<file path="config.mk">
export PLATFORM = sky130hd
export DESIGN_NAME = mm_tile_sequencer
export DESIGN_NICKNAME = d
export VERILOG_FILES = /design/src/rtl/mm_pkg.sv /design/src/rtl/mm_tile_counter.sv /design/src/rtl/mm_tile_sequencer.sv
export SDC_FILE = /design/constraint.sdc
export NUM_CORES = 1
export LEC_CHECK = 0
export BUFFER_PORTS_ARGS = -buffer_cell sky130_fd_sc_hd__buf_2
export CAP_MARGIN = 0
export CORE_ASPECT_RATIO = 0.9
export CORE_MARGIN = 4
export CORE_UTILIZATION = 40
export CTS_BUF_LIST = sky130_fd_sc_hd__clkbuf_2 sky130_fd_sc_hd__clkbuf_4 sky130_fd_sc_hd__clkbuf_8
export DETAILED_ROUTE_END_ITERATION = 8
export PLACE_DENSITY = 0.67
export SETUP_SLACK_MARGIN = 0.05
export SLEW_MARGIN = 30
export SYNTH_ARGS = -nofsm -noshare
export SYNTH_HDL_FRONTEND = slang
export SYNTH_SLANG_ARGS = --single-unit
</file>
<file path="constraint.sdc">
create_clock -name clk -period 4.3 [get_ports clk]
set_clock_uncertainty 0.2 [all_clocks]
set_input_delay 0.215 -clock clk [delete_from_list [all_inputs] [get_ports clk]]
set_output_delay 0.215 -clock clk [all_outputs]
set_load 0.1 [all_outputs]
</file>
<file path="src/rtl/mm_pkg.sv">
// mm_pkg: shared types and constants for the 2x2-MAC matrix-multiply sequencer.
// Provides the FSM state enum, default geometry, accumulator width,
// dot-product select codes and a row-major linear address helper.
package mm_pkg;

    localparam int N_DEF  = 8;
    localparam int AW_DEF = 8;
    localparam int ACC_W  = 19;

    typedef enum logic [2:0] {
        S_IDLE,
        S_CLEAR,
        S_ACC,
        S_FLUSH,
        S_DRAIN,
        S_DONE
    } state_e;

    // acc_sel codes: bit 1 picks the A row of the tile, bit 0 the B column
    localparam logic [1:0] SEL_00 = 2'd0;
    localparam logic [1:0] SEL_01 = 2'd1;
    localparam logic [1:0] SEL_10 = 2'd2;
    localparam logic [1:0] SEL_11 = 2'd3;

    function automatic int lin_addr(input int row, input int col, input int n);
        return row * n + col;
    endfunction

endpackage

</file>
<file path="src/rtl/mm_tile_counter.sv">
// mm_tile_counter: nested tile-row / tile-col / k counters for the sequencer.
// Ports: clk, reset (async high); clr_i zeroes all counters; k_inc_i steps k
// (wrapping after N-1); tile_inc_i steps c then r in row-major tile order.
// Outputs r_o, c_o, k_o plus last_k_o / last_tile_o flags.
module mm_tile_counter
    import mm_pkg::*;
#(
    parameter int N  = N_DEF,
    parameter int KW = $clog2(N)
) (
    input  logic          clk,
    input  logic          reset,
    input  logic          clr_i,
    input  logic          k_inc_i,
    input  logic          tile_inc_i,
    output logic [KW-1:0] r_o,
    output logic [KW-1:0] c_o,
    output logic [KW-1:0] k_o,
    output logic          last_k_o,
    output logic          last_tile_o
);

    localparam logic [KW-1:0] K_LAST = KW'(N - 1);
    localparam logic [KW-1:0] T_LAST = KW'(N / 2 - 1);

    logic [KW-1:0] r_q, r_d;
    logic [KW-1:0] c_q, c_d;
    logic [KW-1:0] k_q, k_d;

    assign r_o         = r_q;
    assign c_o         = c_q;
    assign k_o         = k_q;
    assign last_k_o    = (k_q == K_LAST);
    assign last_tile_o = (r_q == T_LAST) && (c_q == T_LAST);

    always_comb begin
        r_d = r_q;
        c_d = c_q;
        k_d = k_q;
        if (clr_i) begin
            r_d = '0;
            c_d = '0;
            k_d = '0;
        end else begin
            if (k_inc_i) begin
                k_d = last_k_o ? '0 : k_q + KW'(1);
            end
            if (tile_inc_i) begin
                if (c_q == T_LAST) begin
                    c_d = '0;
                    r_d = last_tile_o ? '0 : r_q + KW'(1);
                end else begin
                    c_d = c_q + KW'(1);
                end
            end
        end
    end

    always_ff @(posedge clk or posedge reset) begin
        if (reset) begin
            r_q <= '0;
            c_q <= '0;
            k_q <= '0;
        end else begin
            r_q <= r_d;
            c_q <= c_d;
            k_q <= k_d;
        end
    end

endmodule

</file>
<file path="src/rtl/mm_tile_sequencer.sv">
// mm_tile_sequencer: walks 2x2 output tiles of C = A*B, driving RAM read
// addresses, MAC clear/enable and the serial drain into the output RAM.
// Ports: clk, reset (async high), start -> busy, done; addr_a1/a2, addr_b1/b2;
// mac_clear, mac_en, acc_sel, c_we, c_addr; cycle_count (busy cycles).
// Build option MM_SEQ_PERF_CNT_EN enables cycle_count; otherwise it reads 0.
module mm_tile_sequencer
    import mm_pkg::*;
#(
    parameter int N  = N_DEF,
    parameter int AW = AW_DEF
) (
    input  logic          clk,
    input  logic          reset,
    input  logic          start,
    output logic          busy,
    output logic          done,
    output logic [AW-1:0] addr_a1,
    output logic [AW-1:0] addr_a2,
    output logic [AW-1:0] addr_b1,
    output logic [AW-1:0] addr_b2,
    output logic          mac_clear,
    output logic          mac_en,
    output logic [1:0]    acc_sel,
    output logic          c_we,
    output logic [AW-1:0] c_addr,
    output logic [10:0]   cycle_count
);

    localparam int KW = $clog2(N);

    state_e        state_q;
    logic          busy_q, done_q, mac_clear_q, mac_en_q, c_we_q;
    logic [1:0]    acc_sel_q;
    logic [AW-1:0] c_addr_q;
    logic [AW-1:0] a1_q, a2_q, b1_q, b2_q;

    logic [KW-1:0] r, c, k;
    logic          last_k, last_tile;
    logic          accept, k_inc, tile_inc;

    assign accept   = (state_q == S_IDLE) && start;
    assign k_inc    = (state_q == S_ACC);
    assign tile_inc = (state_q == S_DRAIN) && (acc_sel_q == SEL_11);

    mm_tile_counter #(
        .N  (N),
        .KW (KW)
    ) u_cnt (
        .clk         (clk),
        .reset       (reset),
        .clr_i       (accept),
        .k_inc_i     (k_inc),
        .tile_inc_i  (tile_inc),
        .r_o         (r),
        .c_o         (c),
        .k_o         (k),
        .last_k_o    (last_k),
        .last_tile_o (last_tile)
    );

    function automatic logic [AW-1:0] rd_addr(input logic [KW-1:0] blk,
                                              input logic          half,
                                              input logic [KW-1:0] kk);
        return AW'(lin_addr(2 * int'(blk) + int'(half), int'(kk), N));
    endfunction

    function automatic logic [AW-1:0] wr_addr(input logic [KW-1:0] rr,
                                              input logic [KW-1:0] cc,
                                              input logic [1:0]    sel);
        return AW'(lin_addr(2 * int'(rr) + int'(sel[1]),
                            2 * int'(cc) + int'(sel[0]), N));
    endfunction

    // Addresses are registered one cycle ahead so that during ACC cycle k
    // the RAMs see k; entering ACC from CLEAR always starts at k = 0.
    logic [KW-1:0] k_nxt;
    logic [1:0]    sel_nxt;
    assign k_nxt   = (state_q == S_CLEAR) ? '0 : k + KW'(1);
    assign sel_nxt = (state_q == S_FLUSH) ? SEL_00 : acc_sel_q + 2'd1;

    always_ff @(posedge clk or posedge reset) begin
        if (reset) begin
            state_q     <= S_IDLE;
            busy_q      <= 1'b0;
            done_q      <= 1'b0;
            mac_clear_q <= 1'b0;
            mac_en_q    <= 1'b0;
            c_we_q      <= 1'b0;
            acc_sel_q   <= SEL_00;
            c_addr_q    <= '0;
            a1_q        <= '0;
            a2_q        <= '0;
            b1_q        <= '0;
            b2_q        <= '0;
        end else begin
            // RAM read latency is one cycle, so MACs trail ACC by one
            mac_en_q    <= (state_q == S_ACC);
            done_q      <= 1'b0;
            mac_clear_q <= 1'b0;
            c_we_q      <= 1'b0;
            acc_sel_q   <= SEL_00;
            case (state_q)
                S_IDLE: begin
                    if (start) begin
                        state_q     <= S_CLEAR;
                        busy_q      <= 1'b1;
                        mac_clear_q <= 1'b1;
                    end
                end
                S_CLEAR: begin
                    state_q <= S_ACC;
                    a1_q    <= rd_addr(r, 1'b0, k_nxt);
                    a2_q    <= rd_addr(r, 1'b1, k_nxt);
                    b1_q    <= rd_addr(c, 1'b0, k_nxt);
                    b2_q    <= rd_addr(c, 1'b1, k_nxt);
                end
                S_ACC: begin
                    if (last_k) begin
                        state_q <= S_FLUSH;
                    end else begin
                        a1_q <= rd_addr(r, 1'b0, k_nxt);
                        a2_q <= rd_addr(r, 1'b1, k_nxt);
                        b1_q <= rd_addr(c, 1'b0, k_nxt);
                        b2_q <= rd_addr(c, 1'b1, k_nxt);
                    end
                end
                S_FLUSH: begin
                    state_q   <= S_DRAIN;
                    c_we_q    <= 1'b1;
                    acc_sel_q <= sel_nxt;
                    c_addr_q  <= wr_addr(r, c, sel_nxt);
                end
                S_DRAIN: begin
                    if (acc_sel_q == SEL_11) begin
                        if (last_tile) begin
                            state_q <= S_DONE;
                            busy_q  <= 1'b0;
                            done_q  <= 1'b1;
                        end else begin
                            state_q     <= S_CLEAR;
                            mac_clear_q <= 1'b1;
                        end
                    end else begin
                        c_we_q    <= 1'b1;
                        acc_sel_q <= sel_nxt;
                        c_addr_q  <= wr_addr(r, c, sel_nxt);
                    end
                end
                S_DONE: begin
                    state_q <= S_IDLE;
                end
                default: begin
                    state_q <= S_IDLE;
                end
            endcase
        end
    end

    assign busy      = busy_q;
    assign done      = done_q;
    assign mac_clear = mac_clear_q;
    assign mac_en    = mac_en_q;
    assign c_we      = c_we_q;
    assign acc_sel   = acc_sel_q;
    assign c_addr    = c_addr_q;
    assign addr_a1   = a1_q;
    assign addr_a2   = a2_q;
    assign addr_b1   = b1_q;
    assign addr_b2   = b2_q;

`ifdef MM_SEQ_PERF_CNT_EN
    logic [10:0] cnt_q;

    // Saturating busy-cycle count; cleared only by an accepted start
    always_ff @(posedge clk or posedge reset) begin
        if (reset) begin
            cnt_q <= '0;
        end else if (accept) begin
            cnt_q <= '0;
        end else if (busy_q && (cnt_q != 11'h7FF)) begin
            cnt_q <= cnt_q + 11'd1;
        end
    end

    assign cycle_count = cnt_q;
`else
    assign cycle_count = '0;
`endif

endmodule

</file>
==> results by group <==
Timing
  • Final Hold Fails: 0
  • Final period util: 56.2%
  • Post-layout minimum cycle time: 2.42 ns
  • Count of pins over their slew limit: 0
  • Slew margin rel.: 61.0%
  • Final count of negative-setup-slack endpoints: 0
  • Unrepaired setup endpoints after global routing: no
  • Max Clk Rate: 0.414 GHz
  • Setup total negative slack: 0 ns
  • Worst-margin pin slew: 0.584 ns
  • Min Hold Slack: 0.155 ns

Final layout
  • Syn-to-layout area delta: 11.4%
  • Final core utilization: 47.5%
  • Design Area, Final: 2190 sq um
  • Antenna fix cells: 0
  • Nets: 210
  • Fraction of layout cells with a size suffix above 1: 31.8%

Logic synthesis
  • Top-count cell post-synth: dfrtp_1
  • Synthesized area: 1960 sq um
  • EDFF count, synth: 0
  • Synth area leaders: dfrtp_1, buf_4, mux2_4
  • Post-synth ARST share: 100%
  • Synthesized area per cell: 11.5 sq um
  • Seq/Total Area, Yosys: 47.2%
  • Synth Warn #: 0
  • Seq cells post-synth: 37
  • Top cells by count, synth: dfrtp_1, buf_4, nor2_1
  • Synth cell types: 43
  • Top FF cell, synth: dfrtp_1
  • Synth area leader: dfrtp_1
  • Yosys top cell area share: 47.2%
  • Post-Syn Instances: 171

Clock network
  • TritonCTS Buffers: 5
  • Setup Buffers After CTS: 0
  • CTS sink count: 37
  • CTS tree: built
  • Post-CTS resize count: 0
  • CTS root buf: clkbuf_8
  • H-tree depth: 2
  • Cts hold-fix bufs: 1
  • CTS max path bufs: 2
  • Skew-Pair Late Insertion Delay: 0.29 ns
  • Clock slew at reported path FFs: 0.08 ns

Global route
  • Vias in the first global route: 1,129
  • Global route total overflow: 0
  • First-pass GRT wire length: 5.62 mm
  • All-Layer GR Usage: 12.3%
  • Antenna violations before repair: 0
  • Largest net degree at the start of global routing: 38

Worst setup path
  • Most used cell, CP: ha_1
  • Required @ worst endpoint: 4.28 ns
  • CP arrival: 2.39 ns
  • Worst-path maximum fanout: 14
  • Critical path startpoint category: flip-flop
  • Crit. End Element: flip-flop
  • CP max stage cell: dfrtp_1
  • Worst path cell trace: nor2b_1, a21boi_0, ha_1, ha_1, and3_1, mux2_1
  • Max incr delay on CP: 0.59 ns
  • Crit Path Category: flip-flop to flip-flop

Drt
  • Number of detailed-route iterations in the first pass: 4
  • Avg WL per Cell: 13.3 um
  • Antenna Violating Nets Remaining: 0
  • Overall routed net length: 3.49 mm
  • Drt first-iter violations: 130
  • Total number of vias: 1,229
  • DR DRC count: 0
  • Vias per cell: 4.67

Floorplanning
  • Core ar.: 4600 sq um
  • Top Ports: 61
  • Starting Density: 42.6%
  • Die H: 74.5 um
  • Die area: 6090 sq um
  • Row count: 23
  • Die width: 81.8 um

Run
  • # Max-Cap Violations: 0

Placement
  • Final GP Congestion: 0.760
  • Dpl hpwl: 2.52 mm
  • Placed inst area: 2040 sq um
  • Number of port buffers: 43

Outcome
  • Outcome: finished, final reports clean

Min path
  • Worst min path class: primary input to flip-flop
==> critical path: cells and delay by family (launching register included) <==
| family | cells | cell delay, ns |
|---|---|---|
| AOI/OAI and AO/OA | 1 | 0.17 |
| muxes | 1 | 0.29 |
| and+or+nand+nor | 2 | 0.60 |
| DFF | 1 | 0.59 |
| adders and majority gates | 2 | 0.45 |
==> cell families after synthesis <==
group,Yosys count,synth area share [%]
and+or+nand+nor,44,13.6
buffers and inverters,43,15.2
DFF,37,47.2
AOI/OAI and AO/OA,18,6.88
muxes,18,11.2
adders and majority gates,7,4.46
xor gates and xnor gates,3,1.34
other,1,0.191
==> per-stage QoR <==
stage | setup WS (ns) | std cells
floorplan | 1.70 | 187
global placement | 1.98 | 254
detailed placement | 1.91 | 254
CTS | 1.87 | 263
global route | 1.67 | 263
finish | 1.88 | 263
==> registers in the layout, summed over array words and instances (netlist names) <==
name	flops
c_addr	8
addr_a2	6
addr_b1	3
state_q	3
u_cnt.c_o	3
u_cnt.k_o	3
u_cnt.r_o	3
acc_sel	2
addr_a1	1
busy	1
c_we	1
done	1
mac_clear	1
mac_en	1
==> cell usage in the layout (no fill, tap or decap), types with 2 or more instances in the layout <==
| cell | n |
|---|---|
| a21oi_1 | 4 |
| a22oi_1 | 2 |
| buf_2 | 43 |
| bufinv_16 | 2 |
| clkbuf_8 | 5 |
| conb_1 | 17 |
| dfrtp_1 | 37 |
| ha_1 | 7 |
| inv_1 | 4 |
| mux2_1 | 5 |
| mux2_2 | 2 |
| mux2_4 | 6 |
| mux2i_1 | 5 |
| nand2_1 | 11 |
| nand2b_1 | 3 |
| nand3b_1 | 3 |
| nand4bb_1 | 2 |
| nor2_1 | 12 |
| nor2b_1 | 3 |
| o2bb2ai_1 | 3 |
| xnor2_1 | 2 |
==> layout make-up <==
class	count	area [sq um]
multi-input cells	107	798
fillers	446	2420
repair buffers	45	233
flip-flops and latches	37	926
well taps	62	77.6
clock buffers	5	68.8
clock inverters	3	68.8
inverters	4	15.0
==> layer usage <==
metal / vias up / track usage [%] / routed length [um]
li1: 592 / - / -
met3: 13 / 3.63 / 256
met2: 52 / 16.6 / 1510
met1: 572 / 17.6 / 1610
met4: 0 / 6.46 / 106
met5: - / 0 / 0
==> final timing paths <==
check	from	endpoint	slack [ns]	cells after the start
min	start	state_q[0]	0.15	4
min reg2reg	c_addr[7]	c_addr[7]	0.29	1
max reg2reg	state_q[1]	c_addr[7]	1.88	6
min in group asynchronous	reset	mac_en	0.37	4
max in group asynchronous	reset	state_q[2]	3.22	4
max	state_q[1]	c_addr[7]	1.88	6
Power is left out: the tool's default activity adds up to more than one toggle a clock period on the data nets, which glitch-free logic cannot reach.
